File: src/rtl/vr_7seg.sv
// Hex seven-segment decoder for one common-cathode digit, active-high segments.
// Decode is combinational; the segment lines come straight from flops so they never glitch.
module vr_7seg (
  input  logic       CLK,
  input  logic       RESET,
  input  logic       EN,
  input  logic [3:0] DIG,
  output logic       SEGA,
  output logic       SEGB,
  output logic       SEGC,
  output logic       SEGD,
  output logic       SEGE,
  output logic       SEGF,
  output logic       SEGG
);

  // Pattern bit order is {a,b,c,d,e,f,g}, a in the MSB.
  function automatic logic [6:0] hex_to_seg(input logic [3:0] dig);
    logic [6:0] seg;
    seg = 7'h00;
    case (dig)
      4'h0: seg = 7'h7E;
      4'h1: seg = 7'h30;
      4'h2: seg = 7'h6D;
      4'h3: seg = 7'h79;
      4'h4: seg = 7'h33;
      4'h5: seg = 7'h5B;
      4'h6: seg = 7'h5F;
      4'h7: seg = 7'h70;
      4'h8: seg = 7'h7F;
      4'h9: seg = 7'h7B;
      4'hA: seg = 7'h77;
      4'hB: seg = 7'h1F;
      4'hC: seg = 7'h4E;
      4'hD: seg = 7'h3D;
      4'hE: seg = 7'h4F;
      4'hF: seg = 7'h47;
      default: seg = 7'h00;
    endcase
    return seg;
  endfunction

  logic [6:0] seg_d;
  logic [6:0] seg_q;

  // Decode stage: blanking wins over the digit code.
  always_comb begin
    seg_d = 7'h00;
    if (EN) seg_d = hex_to_seg(DIG);
  end

  // Output register stage; reset clears the lines without waiting for a clock.
  always_ff @(posedge CLK or posedge RESET) begin
    if (RESET) seg_q <= 7'h00;
    else       seg_q <= seg_d;
  end

  assign SEGA = seg_q[6];
  assign SEGB = seg_q[5];
  assign SEGC = seg_q[4];
  assign SEGD = seg_q[3];
  assign SEGE = seg_q[2];
  assign SEGF = seg_q[1];
  assign SEGG = seg_q[0];

endmodule

File: config.mk
export PLATFORM = sky130hd
export DESIGN_NAME = vr_7seg
export DESIGN_NICKNAME = d
export VERILOG_FILES = /design/src/rtl/vr_7seg.sv
export SDC_FILE = /design/constraint.sdc
export NUM_CORES = 1
export LEC_CHECK = 0
export CORE_AREA = 2 2 39 41
export CTS_CLUSTER_DIAMETER = 120
export CTS_CLUSTER_SIZE = 40
export DETAILED_ROUTE_END_ITERATION = 16
export DIE_AREA = 0 0 41 43
export GPL_ROUTABILITY_DRIVEN = 0
export GPL_TIMING_DRIVEN = 0
export PLACE_DENSITY = 0.65
export SYNTH_ARGS = -nofsm -noshare
export SYNTH_HDL_FRONTEND = slang
export SYNTH_SLANG_ARGS = --single-unit
File: constraint.sdc
create_clock -name CLK -period 1.4 [get_ports CLK]
set_clock_uncertainty 0.15 [all_clocks]
set_input_delay 0.28 -clock CLK [delete_from_list [all_inputs] [get_ports CLK]]
set_output_delay 0.28 -clock CLK [all_outputs]
set_load 0.01 [all_outputs]
==> results of run 1 <==
logic make-up (layout without fill, tap and decap cells):
group / count (synthesis) / after routing / synth area share (%)
buf+inv: 7 / 23 / 8.18
flops: 7 / 7 / 38.1
fa+ha+maj: 6 / 6 / 16.3
simple gates: 19 / 19 / 21.5
compound gates: 9 / 9 / 15.8
critical path: cells and delay by family:
kind | cells | cell delay [ps]
and+or+nand+nor | 3 | 400
buffers and inverters | 2 | 320
adders and majority gates | 1 | 280
area by class of cell:
class	count	area (um2)
timing repair buffer	12	106
fill	150	772
multi-input combinational	34	246
sequential	7	175
tap	16	20.0
inverter	5	18.8
buffer	2	18.8
clock buffer	4	26.3
cells in the final DEF, fill, tap and decap left out, types with 2 or more instances in the layout:
cell type / n
and2b_1: 2
clkbuf_4: 3
nor2_1: 3
dlygate4sd2_1: 7
inv_2: 2
nor3_1: 6
nand2_1: 3
nor2_2: 2
inv_1: 3
ha_1: 6
clkdlybuf4s50_1: 3
dfrtp_1: 7
a21oi_1: 2
nor2b_1: 2
worst paths after layout:
path / start / cells past startpoint / to
hold / removal: RESET / 2 / seg_q[3]$_DFF_PP0_
max in group asynchronous: RESET / 2 / seg_q[4]$_DFF_PP0_
min in group CLK: DIG[2] / 2 / seg_q[0]$_DFF_PP0_
setup / recovery: DIG[0] / 6 / seg_q[3]$_DFF_PP0_
power breakdown:
| group | switching [W] | internal (W) | leakage, nW | total, W |
|---|---|---|---|---|
| logic | 0.0000630 | 0.0000563 | 0.205 | 0.000119 |
| clock network | 0.0000638 | 0.000108 | 0.0150 | 0.000172 |
| registers | 0.00000246 | 0.000218 | 0.0870 | 0.000221 |
per-layer routing:
layer  vias to the layer above  wire, um  GRT usage [%]
met4                         0         0           8.00
met3                         0        61           1.57
li1                        192         -              -
met5                         -         0              0
met2                        12       384           16.6
met1                       164       288           10.7
through the flow:
step | setup slack [ps] | hold WS (ps) | cells | total power (W)
finish | 74.8 | 114 | 80 | 0.000512
global route | 17.0 | 139 | 80 | 0.000543
CTS | 18.9 | 119 | 80 | 0.000523
detailed placement | -546 | 374 | 76 | 0.000358
global placement | -546 | 365 | 76 | 0.000356
floorplan | 127 | -66.6 | 48 | 0.000299
timing repair:
| action | CTS | global route |
|---|---|---|
| resized for setup | 11 | 3 |
| setup endpoints to repair | 14 | 1 |
| endpoints found under the hold margin | 0 | 0 |
==> results_dict.tcl, run 1 <==
set metrics [dict create \
    ys_seq_elements 7 \
    numCtsBuffers 3 \
    end_kind "flop" \
    reg_top3 "seg_q: 7 flops" \
    synth_top_area_share_pct 38.1 \
    path_cells "clkdlybuf4s15_1, inv_2, ha_1, and2b_1, nor3_1, nor3_1" \
    die-area_um2 1760 \
    die_w_um 41 \
    dpl_cell_area_um2 599 \
    fin_area_um2 612 \
    grt_max_degree 11 \
    async_flop_share_pct 100 \
    max_flop_register "seg_q" \
    portBuffers 12 \
    critPathMostFrequentCell "nor3_1" \
    finalSetupViolCount 0 \
    pin_count 14 \
    p_leak_nw 0.307 \
    viasPerCell 4.60 \
    first_iter_violations 0 \
    maxSlewViolCount 0 \
    yosysSeqAreaShare_pct 38.1 \
    grt_pass1_wl_mm 1.22 \
    die_h_um 43 \
    n_antenna_cell 0 \
    timing.critical_path.fanout_max 5 \
    routed_wl_um 734 \
    cts_tree "built" \
    syn_inst 48 \
    rows 14 \
    dp_hpwl_um 619 \
    cts_buffer_depth 2 \
    vias 368 \
    critical_path_arrival_ps 1290 \
    drt_first_pass_iters 1 \
    htree_num_levels 1 \
    layout-drive-gt1-share_pct 18.8 \
    antenna_found_initial 0 \
    core_um2 1380 \
    ys_types 20 \
    max-slew-margin-rel_pct 83.3 \
    slowest_delay_ps 280 \
    cap_violations 0 \
    postCtsHoldBufs 0 \
    area_growth_pct 33.2 \
    finalCriticalPeriod_ps 1330 \
    rsz0062_at_grt "false" \
    clk_pin_slew_ps 50 \
    post-cts-setup-buffer-count 0 \
    synthesis.nets 61 \
    yosys-top-cells-area "dfrtp_1 (38%), ha_1 (16%), nor3_1 (6.5%), inv_1 (4.1%), a221oi_2 (3.3%)" \
    largest_reg_flops 7 \
    cts_root_buffer "clkbuf_4" \
    worstPathRequired_ps 1370 \
    fin_util_pct 44.2 \
    cts.sinks 7 \
    grt_pass1_vias 325 \
    syn_area_per_cell_um2 9.57 \
    gr-usage-all-layers_pct 10.2 \
    finalHoldViolCount 0 \
    finalCritPeriodShare_pct 94.7 \
    yosysWarnings 0 \
    vdd_drop_max_uv 199 \
    cp-start-kind "input pin" \
    grt_overflow 0 \
    synth_area_um2 459 \
    critical_path_class "in2reg" \
    tns_ps 0 \
    hold_class "in2async" \
    power_density_nw_per_um2 837 \
    nets 78 \
    wl_per_cell_um 9.18 \
    synth.largest_area_cell "dfrtp_1" \
    cpMaxStageDelayCell "ha_1" \
    ant_nets 0 \
    synth_edf_count 0 \
    synthTopCellsByCount "dfrtp_1 (7), ha_1 (6), nor3_1 (6), inv_1 (5)" \
    initial_core_util_pct 33.2 \
    tightest_slew_ps 251 \
    clock.fmax_mhz 755 \
    yosys_most_used_dff "dfrtp_1" \
    yosysMostFrequentCell "dfrtp_1" \
    status "completed" \
    drc 0 \
]
Power figures use the tool's default switching activity.
==> run 2, diff against run 1 <==
==> config.mk (replaced) <==
export PLATFORM = sky130hd
export DESIGN_NAME = vr_7seg
export DESIGN_NICKNAME = d
export VERILOG_FILES = /design/src/rtl/vr_7seg.sv
export SDC_FILE = /design/constraint.sdc
export NUM_CORES = 1
export LEC_CHECK = 0
export ABC_CLOCK_PERIOD_IN_PS = 1400
export CAP_MARGIN = 10
export CORE_UTILIZATION = 25
export CTS_CLUSTER_DIAMETER = 120
export CTS_CLUSTER_SIZE = 40
export DETAILED_ROUTE_END_ITERATION = 16
export GPL_ROUTABILITY_DRIVEN = 0
export GPL_TIMING_DRIVEN = 0
export PLACE_DENSITY = 0.51
export SYNTH_ARGS = -nofsm -noshare
export SYNTH_HDL_FRONTEND = slang
export SYNTH_SLANG_ARGS = --single-unit
==> run 2 against run 1 <==
  * Utilization down 8.4 points
  * Die area up 14%
  * Sequential power about the same
  * Flip-flop and latch count unchanged
  * Sequential share of layout area down 0.29 points
  * Count of clock-buffer cells in the layout unchanged
  * Worst setup slack better by 9.1 ps
==> results_dict.tcl, run 2 (same netlist as run 1, synthesis figures left out) <==
set metrics [dict create \
    dp_slack_ps -578 \
    pin_count 14 \
    die_w_um 44.9 \
    timing.critical_path.fanout_max 5 \
    worstPathRequired_ps 1370 \
    maxSlewViolCount 0 \
    nets 78 \
    tightest_slew_ps 250 \
    critical_path_arrival_ps 1280 \
    area_growth_pct 34.6 \
    max-slew-margin-rel_pct 83.3 \
    critical_path_class "in2reg" \
    htree_num_levels 1 \
    vias 367 \
    initial_core_util_pct 26.6 \
    first_iter_violations 9 \
    fill_cells 186 \
    ant_nets 0 \
    regArea_um2 175 \
    setup_ws_ps 83.9 \
    status "completed" \
    end_kind "flop" \
    drc 0 \
    finalCriticalPeriod_ps 1320 \
    n_antenna_cell 0 \
    finalCritPeriodShare_pct 94.0 \
    rows 15 \
    gr-usage-all-layers_pct 9.45 \
    grt_overflow 0 \
    max_flop_register "seg_q" \
    cts_tree "built" \
    core_um2 1730 \
    cap_violations 0 \
    multiInputGateArea_um2 246 \
    finalHoldViolCount 0 \
    most-common-layout-cells "dlygate4sd2_1 (7), dfrtp_1 (7), nor3_1 (6), ha_1 (6)" \
    hold_class "in2async" \
    rsz0062_at_grt "false" \
    clock.fmax_mhz 760 \
    cts_root_buffer "clkbuf_4" \
    numCtsBuffers 3 \
    portBuffers 12 \
    grt_pass1_vias 309 \
    routed_wl_um 775 \
    grt_max_degree 11 \
    wl_per_cell_um 8.71 \
    reg_top3 "seg_q: 7 flops" \
    postCtsHoldBufs 0 \
    die_h_um 44.9 \
    finalSetupViolCount 0 \
    finalPower_w 0.000512 \
    die-area_um2 2010 \
    cp-start-kind "input pin" \
    dp_hpwl_um 628 \
    cts_buffer_depth 2 \
    viasPerCell 4.12 \
    largest_reg_flops 7 \
    cts.sinks 7 \
    layout-drive-gt1-share_pct 20.3 \
    clk_pin_slew_ps 50 \
    power_density_nw_per_um2 828 \
    grt_pass1_wl_mm 1.31 \
    p_leak_nw 0.307 \
    antenna_found_initial 0 \
    vdd_drop_max_uv 202 \
    drt_first_pass_iters 2 \
]
==> run 2: worst paths after layout <==
check | start | endpoint | cells past startpoint
worst max-delay path | DIG[3] | seg_q[3]$_DFF_PP0_ | 4
worst min-delay path | RESET | seg_q[5]$_DFF_PP0_ | 2
max in group asynchronous | RESET | seg_q[0]$_DFF_PP0_ | 2
min in group CLK | DIG[2] | seg_q[0]$_DFF_PP0_ | 2
==> run 2: per-layer routing <==
metal / track usage (%) / part of all wire (%)
met2: 13.8 / 47
met5: 0 / 0
met1: 11.1 / 46
met4: 9.09 / 1.7
met3: 2.40 / 5.0
==> run 2: final cells by class <==
class / count / share of cell area (%)
Sequential cell: 7 / 28.3
Inverter: 5 / 3.04
Tap cell: 25 / 5.06
Buffer: 2 / 3.04
Multi-Input combinational cell: 34 / 39.9
Timing Repair Buffer: 12 / 16.4
Clock buffer: 4 / 4.25
==> run 2: where the power goes <==
part | leakage (nW) | internal [W] | switching (W)
clock network | 0.0150 | 0.000108 | 0.0000632
registers | 0.0870 | 0.000218 | 0.00000242
logic | 0.205 | 0.0000557 | 0.0000639
==> run 2: what timing repair did <==
item,CTS,global route
gates resized for setup,12,3
setup buffers,0,0
endpoints found under the hold margin,0,0
endpoints found under the setup margin,14,1
cloned,0,0
==> run 2: stage by stage <==
stage	TNS (ps)	area [um2]	hold WS, ps	instances	util, %
finish	0	618	111	89	35.8
global route	0	618	133	89	35.8
CTS	0	627	107	89	36.3
detailed placement	-3220	611	364	85	35.4
global placement	-3210	611	369	85	35.4
floorplan	0	459	-66.6	48	-
==> run 2: worst max-delay path: stages <==
cell	delay, ps
clkdlybuf4s50_1	530
and2b_1	210
nor3_1	180
nor3_1	80
==> run 3, diff against run 2 <==
--- a/config.mk
+++ b/config.mk
@@ -6,7 +6,7 @@
 export NUM_CORES = 1
 export LEC_CHECK = 0
 export ABC_CLOCK_PERIOD_IN_PS = 1400
-export CAP_MARGIN = 10
+export CAP_MARGIN = 0
 export CORE_UTILIZATION = 25
 export CTS_CLUSTER_DIAMETER = 120
 export CTS_CLUSTER_SIZE = 40
==> results of run 3 <==
The final DEF is identical to that of run 2; final timing and power are the same.
